[config.mk]
export PLATFORM = sky130hd
export DESIGN_NAME = seq_lshifter32_flat
export DESIGN_NICKNAME = d
export VERILOG_FILES = /design/src/rtl/seq_lshifter32_pkg.sv /design/src/rtl/seq_lshifter32_if.sv /design/src/rtl/seq_lshifter32_lshift_step.sv /design/src/rtl/seq_lshifter32.sv /design/src/flat_wrapper.sv
export SDC_FILE = /design/constraint.sdc
export NUM_CORES = 1
export LEC_CHECK = 0
export ABC_AREA = 1
export BUFFER_PORTS_ARGS = -buffer_cell sky130_fd_sc_hd__buf_4
export CAP_MARGIN = 40
export CORE_UTILIZATION = 30
export CTS_CLUSTER_DIAMETER = 40
export DETAILED_ROUTE_END_ITERATION = 6
export HOLD_SLACK_MARGIN = 0.03
export SLEW_MARGIN = 0
export SYNTH_ARGS = -nofsm -noshare
export SYNTH_HDL_FRONTEND = slang
export SYNTH_SLANG_ARGS = --single-unit
[constraint.sdc]
create_clock -name Clk -period 1.48 [get_ports Clk]
set_clock_uncertainty 0.15 [all_clocks]
set_input_delay 0 -clock Clk [delete_from_list [all_inputs] [get_ports Clk]]
set_output_delay 0 -clock Clk [all_outputs]
set_load 0.005 [all_outputs]
[src/rtl/seq_lshifter32_pkg.sv]
// Shared types and constants for the iterative 32-bit left shifter.
// Holds the FSM state type, data/shift-amount widths and the shift-amount saturation helper.
package shifter_pkg;

    localparam int WIDTH   = 32;
    localparam int SHAMT_W = 6;

    localparam logic [WIDTH-1:0] MAX_SHAMT = 32;

    typedef enum logic [1:0] {
        IDLE  = 2'd0,
        SHIFT = 2'd1,
        DONE  = 2'd2
    } state_e;

    // Any request of 32 or more positions collapses to exactly 32.
    function automatic logic [SHAMT_W-1:0] sat_shamt(input logic [WIDTH-1:0] amt);
        logic [SHAMT_W-1:0] r;
        r = (amt >= MAX_SHAMT) ? MAX_SHAMT[SHAMT_W-1:0] : amt[SHAMT_W-1:0];
        return r;
    endfunction

endpackage

[src/rtl/seq_lshifter32_if.sv]
// Request/result bundle of the iterative left shifter.
// The Ovf signal exists only when LSHIFT_OVF_EN is defined.
interface seq_lshifter32_if;
    import shifter_pkg::*;

    logic             Enable;
    logic             Start;
    logic [WIDTH-1:0] In1;
    logic [WIDTH-1:0] In2;
    logic [WIDTH-1:0] Out;
    logic             Busy;
    logic             Done;
`ifdef LSHIFT_OVF_EN
    logic             Ovf;
`endif

    modport master (
`ifdef LSHIFT_OVF_EN
        input  Ovf,
`endif
        output Enable, Start, In1, In2,
        input  Out, Busy, Done
    );

    modport slave (
`ifdef LSHIFT_OVF_EN
        output Ovf,
`endif
        input  Enable, Start, In1, In2,
        output Out, Busy, Done
    );

endinterface

[src/rtl/seq_lshifter32_lshift_step.sv]
// Combinational left shift of a 32-bit word by 0..STEP positions with zero fill.
// With LSHIFT_OVF_EN defined it also flags any 1 bit pushed out past bit 31.
module lshift_step
    import shifter_pkg::*;
#(
    parameter int STEP = 4
) (
    input  logic [WIDTH-1:0]   data_i,
    input  logic [SHAMT_W-1:0] k_i,
`ifdef LSHIFT_OVF_EN
    output logic               ovf_o,
`endif
    output logic [WIDTH-1:0]   data_o
);

    // A mux over the STEP+1 legal amounts stays much smaller than a full barrel.
    always_comb begin
        data_o = data_i;
`ifdef LSHIFT_OVF_EN
        ovf_o  = 1'b0;
`endif
        for (int i = 1; i <= STEP; i++) begin
            if (k_i == SHAMT_W'(i)) begin
                data_o = data_i << i;
`ifdef LSHIFT_OVF_EN
                ovf_o  = |(data_i >> (WIDTH - i));
`endif
            end
        end
    end

endmodule

[src/rtl/seq_lshifter32.sv]
// Iterative 32-bit logical left shifter with a Start/Busy/Done handshake, STEP bits per cycle.
// Optional sticky overflow output Ovf is built when LSHIFT_OVF_EN is defined.
module seq_lshifter32
    import shifter_pkg::*;
#(
    parameter int STEP = 4
) (
    input  logic             Clk,
    input  logic             Rst_n,
    seq_lshifter32_if.slave  bus
);

    localparam logic [SHAMT_W-1:0] STEP_K = SHAMT_W'(STEP);

    state_e               state_q, state_d;
    logic [WIDTH-1:0]     out_q, out_d;
    logic [SHAMT_W-1:0]   rem_q, rem_d;
    logic [SHAMT_W-1:0]   k;
    logic [SHAMT_W-1:0]   shamt_sat;
    logic [WIDTH-1:0]     shifted;
`ifdef LSHIFT_OVF_EN
    logic                 ovf_q, ovf_d;
    logic                 step_ovf;
`endif

    assign k         = (rem_q > STEP_K) ? STEP_K : rem_q;
    assign shamt_sat = sat_shamt(bus.In2);

    lshift_step #(.STEP(STEP)) u_step (
        .data_i (out_q),
        .k_i    (k),
`ifdef LSHIFT_OVF_EN
        .ovf_o  (step_ovf),
`endif
        .data_o (shifted)
    );

    always_comb begin
        state_d = state_q;
        out_d   = out_q;
        rem_d   = rem_q;
`ifdef LSHIFT_OVF_EN
        ovf_d   = ovf_q;
`endif
        if (bus.Enable) begin
            case (state_q)
                IDLE: begin
                    if (bus.Start) begin
                        out_d   = bus.In1;
                        rem_d   = shamt_sat;
                        state_d = (shamt_sat == '0) ? DONE : SHIFT;
`ifdef LSHIFT_OVF_EN
                        ovf_d   = 1'b0;
`endif
                    end
                end
                SHIFT: begin
                    out_d = shifted;
                    rem_d = rem_q - k;
                    if (rem_q == k) state_d = DONE;
`ifdef LSHIFT_OVF_EN
                    ovf_d = ovf_q | step_ovf;
`endif
                end
                DONE:    state_d = IDLE;
                default: state_d = IDLE;
            endcase
        end
    end

    always_ff @(posedge Clk or negedge Rst_n) begin
        if (!Rst_n) begin
            state_q <= IDLE;
            out_q   <= '0;
            rem_q   <= '0;
`ifdef LSHIFT_OVF_EN
            ovf_q   <= 1'b0;
`endif
        end else begin
            state_q <= state_d;
            out_q   <= out_d;
            rem_q   <= rem_d;
`ifdef LSHIFT_OVF_EN
            ovf_q   <= ovf_d;
`endif
        end
    end

    assign bus.Out  = out_q;
    assign bus.Busy = (state_q != IDLE);
    assign bus.Done = (state_q == DONE);
`ifdef LSHIFT_OVF_EN
    assign bus.Ovf  = ovf_q;
`endif

endmodule

[src/flat_wrapper.sv]
// flat-port wrapper written by rule: the top's interface ports become plain ports
module seq_lshifter32_flat import shifter_pkg::*;
#(
    parameter int STEP = 4
)
  (Clk, Rst_n, bus_Enable, bus_Start, bus_In1, bus_In2, bus_Out, bus_Busy, bus_Done);
  seq_lshifter32_if bus_i ();
  input  logic Clk;
  input  logic Rst_n;
  input wire logic [$bits(bus_i.Enable)-1:0] bus_Enable;
  input wire logic [$bits(bus_i.Start)-1:0] bus_Start;
  input wire logic [$bits(bus_i.In1)-1:0] bus_In1;
  input wire logic [$bits(bus_i.In2)-1:0] bus_In2;
  output wire logic [$bits(bus_i.Out)-1:0] bus_Out;
  output wire logic [$bits(bus_i.Busy)-1:0] bus_Busy;
  output wire logic [$bits(bus_i.Done)-1:0] bus_Done;
  assign bus_i.Enable = bus_Enable;
  assign bus_i.Start = bus_Start;
  assign bus_i.In1 = bus_In1;
  assign bus_i.In2 = bus_In2;
  assign bus_Out = bus_i.Out;
  assign bus_Busy = bus_i.Busy;
  assign bus_Done = bus_i.Done;
  seq_lshifter32 #(.STEP(STEP)) u_core (.Clk(Clk), .Rst_n(Rst_n), .bus(bus_i));
endmodule
==> results by group <==
Status
  – Status: finished, violations left
  – Failing checks: setup timing

Clock tree
  – H-tree depth: 2
  – Worst-case clock buffer depth: 2
  – Sink Count: 40
  – Clock slew at reported path FFs: 0.08 ns
  – Clock Latency Late Sink: 0.30 ns
  – Root buf cell: clkbuf_8
  – Total CTS buffers: 5
  – TritonCTS clock tree: yes

Power and ir drop
  – Combinational power share: 66.4%
  – Part of the power in registers: 25.1%
  – Pleak: 0.00221 uW
  – Worst-case vdd ir drop: 710 uV
  – Sw frac: 47.1%
  – Switching power: 4320 uW
  – Internal: 4850 uW
  – PwrDens: 1890 nW/um2
  – Clock share of power: 8.5%

Floorplan
  – Die Span X: 100 um
  – Std cell rows: 35
  – Core footprint: 9280 um2
  – I/O Pins: 102
  – Die Ht: 100 um
  – Initial Util: 31.2%
  – Die ar.: 10100 um2

Synth
  – Register area share after synthesis: 34.5%
  – Yosys cell types: 28
  – Dominant cell type by area after synthesis: dfrtp_1
  – Most used flip-flop cell after synthesis: dfrtp_1
  – Syn_nets: 514
  – Mapped Area: 2900 um2
  – Syn Area/Cell: 6.51 um2
  – Async set-reset flop share out of synthesis: 100%
  – Post-synth EDFFs: 0
  – Post-synth top area share: 34.5%
  – Top cells by area, synth: dfrtp_1 35%, a21oi_1 17%, nand2_1 12%
  – Cells after Synth: 445
  – Yosys warns: 0
  – Library cell with the highest instance count after synthesis: a21oi_1
  – Synth Register Bits: 40
  – Synth cell count leaders: 98 x a21oi_1, 96 x nand2_1, 63 x nor2_1

Setup path
  – Worst path cell trace: nor2_4 -> nand2_4 -> nor2_2 -> nand3_2 -> nand2_4 -> clkbuf_16 -> a21oi_1 -> a22oi_1
  – Startpoint types: flop
  – Slowest cell on the critical path: dfrtp_1
  – Worst-path maximum fanout: 8
  – Required @ worst endpoint: 1.54 ns
  – Crit Path Class: reg -> reg
  – CP dominant cell by count: nand2_4
  – Worst path arrival time: 1.83 ns
  – Critical path's largest stage delay: 0.42 ns
  – Critical path endpoint category: flop

Global route
  – Total gr overflow: 0
  – Largest net degree at the start of global routing: 49
  – First-pass GRT wire length: 16300 um
  – Gr usage total: 20.2%
  – Initial antenna violation count: 0
  – Vias in the first global route: 3461

STA
  – Final setup vio count: 39
  – Worst-Margin Slew: 0.536 ns
  – Slew margin rel.: 64.3%
  – Setup ws final: -0.289 ns
  – Min Tclk post-route: 1.77 ns
  – Final setup TNS: -7.56 ns
  – Fin crit share: 120%
  – RSZ-0062 raised after global routing: yes
  – Fin Hold WS: 0.0780 ns
  – Maximum clock rate: 565 MHz
  – Number of hold violations in the final report: 0
  – Slew Limit Fails: 0

Detailed routing
  – Vias: 3767
  – Initial drt markers: 204
  – Routed WL: 10700 um
  – WL per Instance: 14.4 um
  – Drt pass-1 iters: 4
  – Final antenna-violating net count: 0
  – DRC viols: 0
  – Vias per inst: 5.07

Finish
  – Cell area after layout: 4860 um2
  – Share of cells above drive strength 1: 33.7%
  – # fillers: 939
  – Non-Filler Instances: 743
  – # nets final: 682
  – Area Overhead vs Synth: 67.6%
  – Antenna Cells: 0

Placement
  – Area after DPL: 4040 um2
  – Dpl cells: 684
  – DP HPWL: 6820 um
  – RD Place Congestion: 0.781
  – Port bufs: 101
  – Pre-CTS setup slack: -0.324 ns

Min path
  – Tightest Hold Check Type: in -> async

Flow run
  – Max-cap viol count: 0
-- sequential cells by signal, summed over array words and instances, names as in the netlist --
name	cells
u_core.state_q	2
u_core.rem_q	6
u_core.bus.Out	32
-- kinds of logic (layout without fill, tap and decap cells) --
| kind of cell | Yosys count | after routing | share of synthesized area, % |
|---|---|---|---|
| other cells | 1 | 1 | 0.129 |
| simple gates | 180 | 180 | 25.0 |
| xor+xnor | 1 | 1 | 0.302 |
| buf+inv | 64 | 233 | 9.50 |
| flops | 40 | 40 | 34.5 |
| compound gates | 158 | 158 | 30.1 |
| fa+ha+maj | 1 | 1 | 0.432 |
-- power groups by stage --
| stage | logic (uW) | clock network, uW | registers, uW |
|---|---|---|---|
| 2_1_floorplan | 3010 | 0 | 2150 |
| 3_3_place_gp | 5010 | 0 | 2260 |
| 3_5_place_dp | 5070 | 0 | 2270 |
| 4_1_cts | 5360 | 800 | 2250 |
| 5_1_grt | 6730 | 840 | 2370 |
| 6_report | 6090 | 779 | 2300 |
-- routing by layer --
layer	GRT usage, %	routed length [um]	vias up	share of wire [%]
li1	-	-	1825	-
met2	34.9	5410	122	51
met4	5.02	122	0	1.1
met5	0	0	-	0
met3	3.41	627	14	5.9
met1	26.1	4550	1806	42
-- layout make-up --
class | instances | area [um2] | area share (%)
Inverter | 38 | 164 | 3.38
Sequential cell | 40 | 1000 | 20.6
Multi-Input combinational cell | 341 | 1770 | 36.4
Clock buffer | 8 | 90.1 | 1.86
Timing Repair Buffer | 187 | 1670 | 34.5
Tap cell | 129 | 161 | 3.32
-- worst max-delay path: cells and delay by family (launching register included) --
family	cells	cell delay, ns
AOI/OAI and AO/OA	2	0.22
buffers and inverters	1	0.20
DFF	1	0.42
and+or+nand+nor	5	0.69
-- metrics by stage --
step                power (uW)  util (%)
floorplan                 5160         -
global placement          7260      43.5
detailed placement        7340      43.5
CTS                       8410      49.4
global route              9940      52.3
finish                    9170      52.3
-- layout by cell type, fill, tap and decap left out, types with 3 or more instances in the layout --
master	n
nand2_1	86
nor2_2	5
a21oi_1	89
buf_6	6
nand2_2	9
nor2_4	4
o22ai_1	4
a21oi_2	9
nand2_4	4
o21ai_2	4
o211ai_1	21
buf_4	132
o21ai_0	8
dfrtp_1	40
clkbuf_16	4
nor2_1	59
nand3_2	3
dlygate4sd3_1	38
inv_1	28
buf_12	6
nand3_1	7
inv_2	6
clkbuf_8	6
o21ai_1	14
a22oi_1	5
-- path summary, 6_finish.rpt --
| path | startpoint | endpoint | slack [ns] | depth (start not counted) |
|---|---|---|---|---|
| setup / recovery | u_core.rem_q[5] | u_core.bus.Out[12] | -0.29 | 8 |
| hold / removal | Rst_n | u_core.bus.Out[6] | 0.08 | 2 |
| setup reg to reg | u_core.rem_q[5] | u_core.bus.Out[12] | -0.29 | 8 |
| hold reg to reg | u_core.bus.Out[31] | u_core.bus.Out[31] | 0.41 | 2 |
| max in group asynchronous | Rst_n | u_core.bus.Out[5] | 0.74 | 2 |
| min in group Clk | bus_In2[5] | u_core.rem_q[5] | 0.08 | 6 |
-- what timing repair did --
item                                   CTS  global route
hold buffers                            38             0
cloned                                   0             5
pin swaps                               10            12
endpoints found under the hold margin   79             0
setup endpoints to repair               40            41
resized for setup                       25            39
buffers inserted                         4             5
Note: power is estimated with default switching activity, not from simulation.
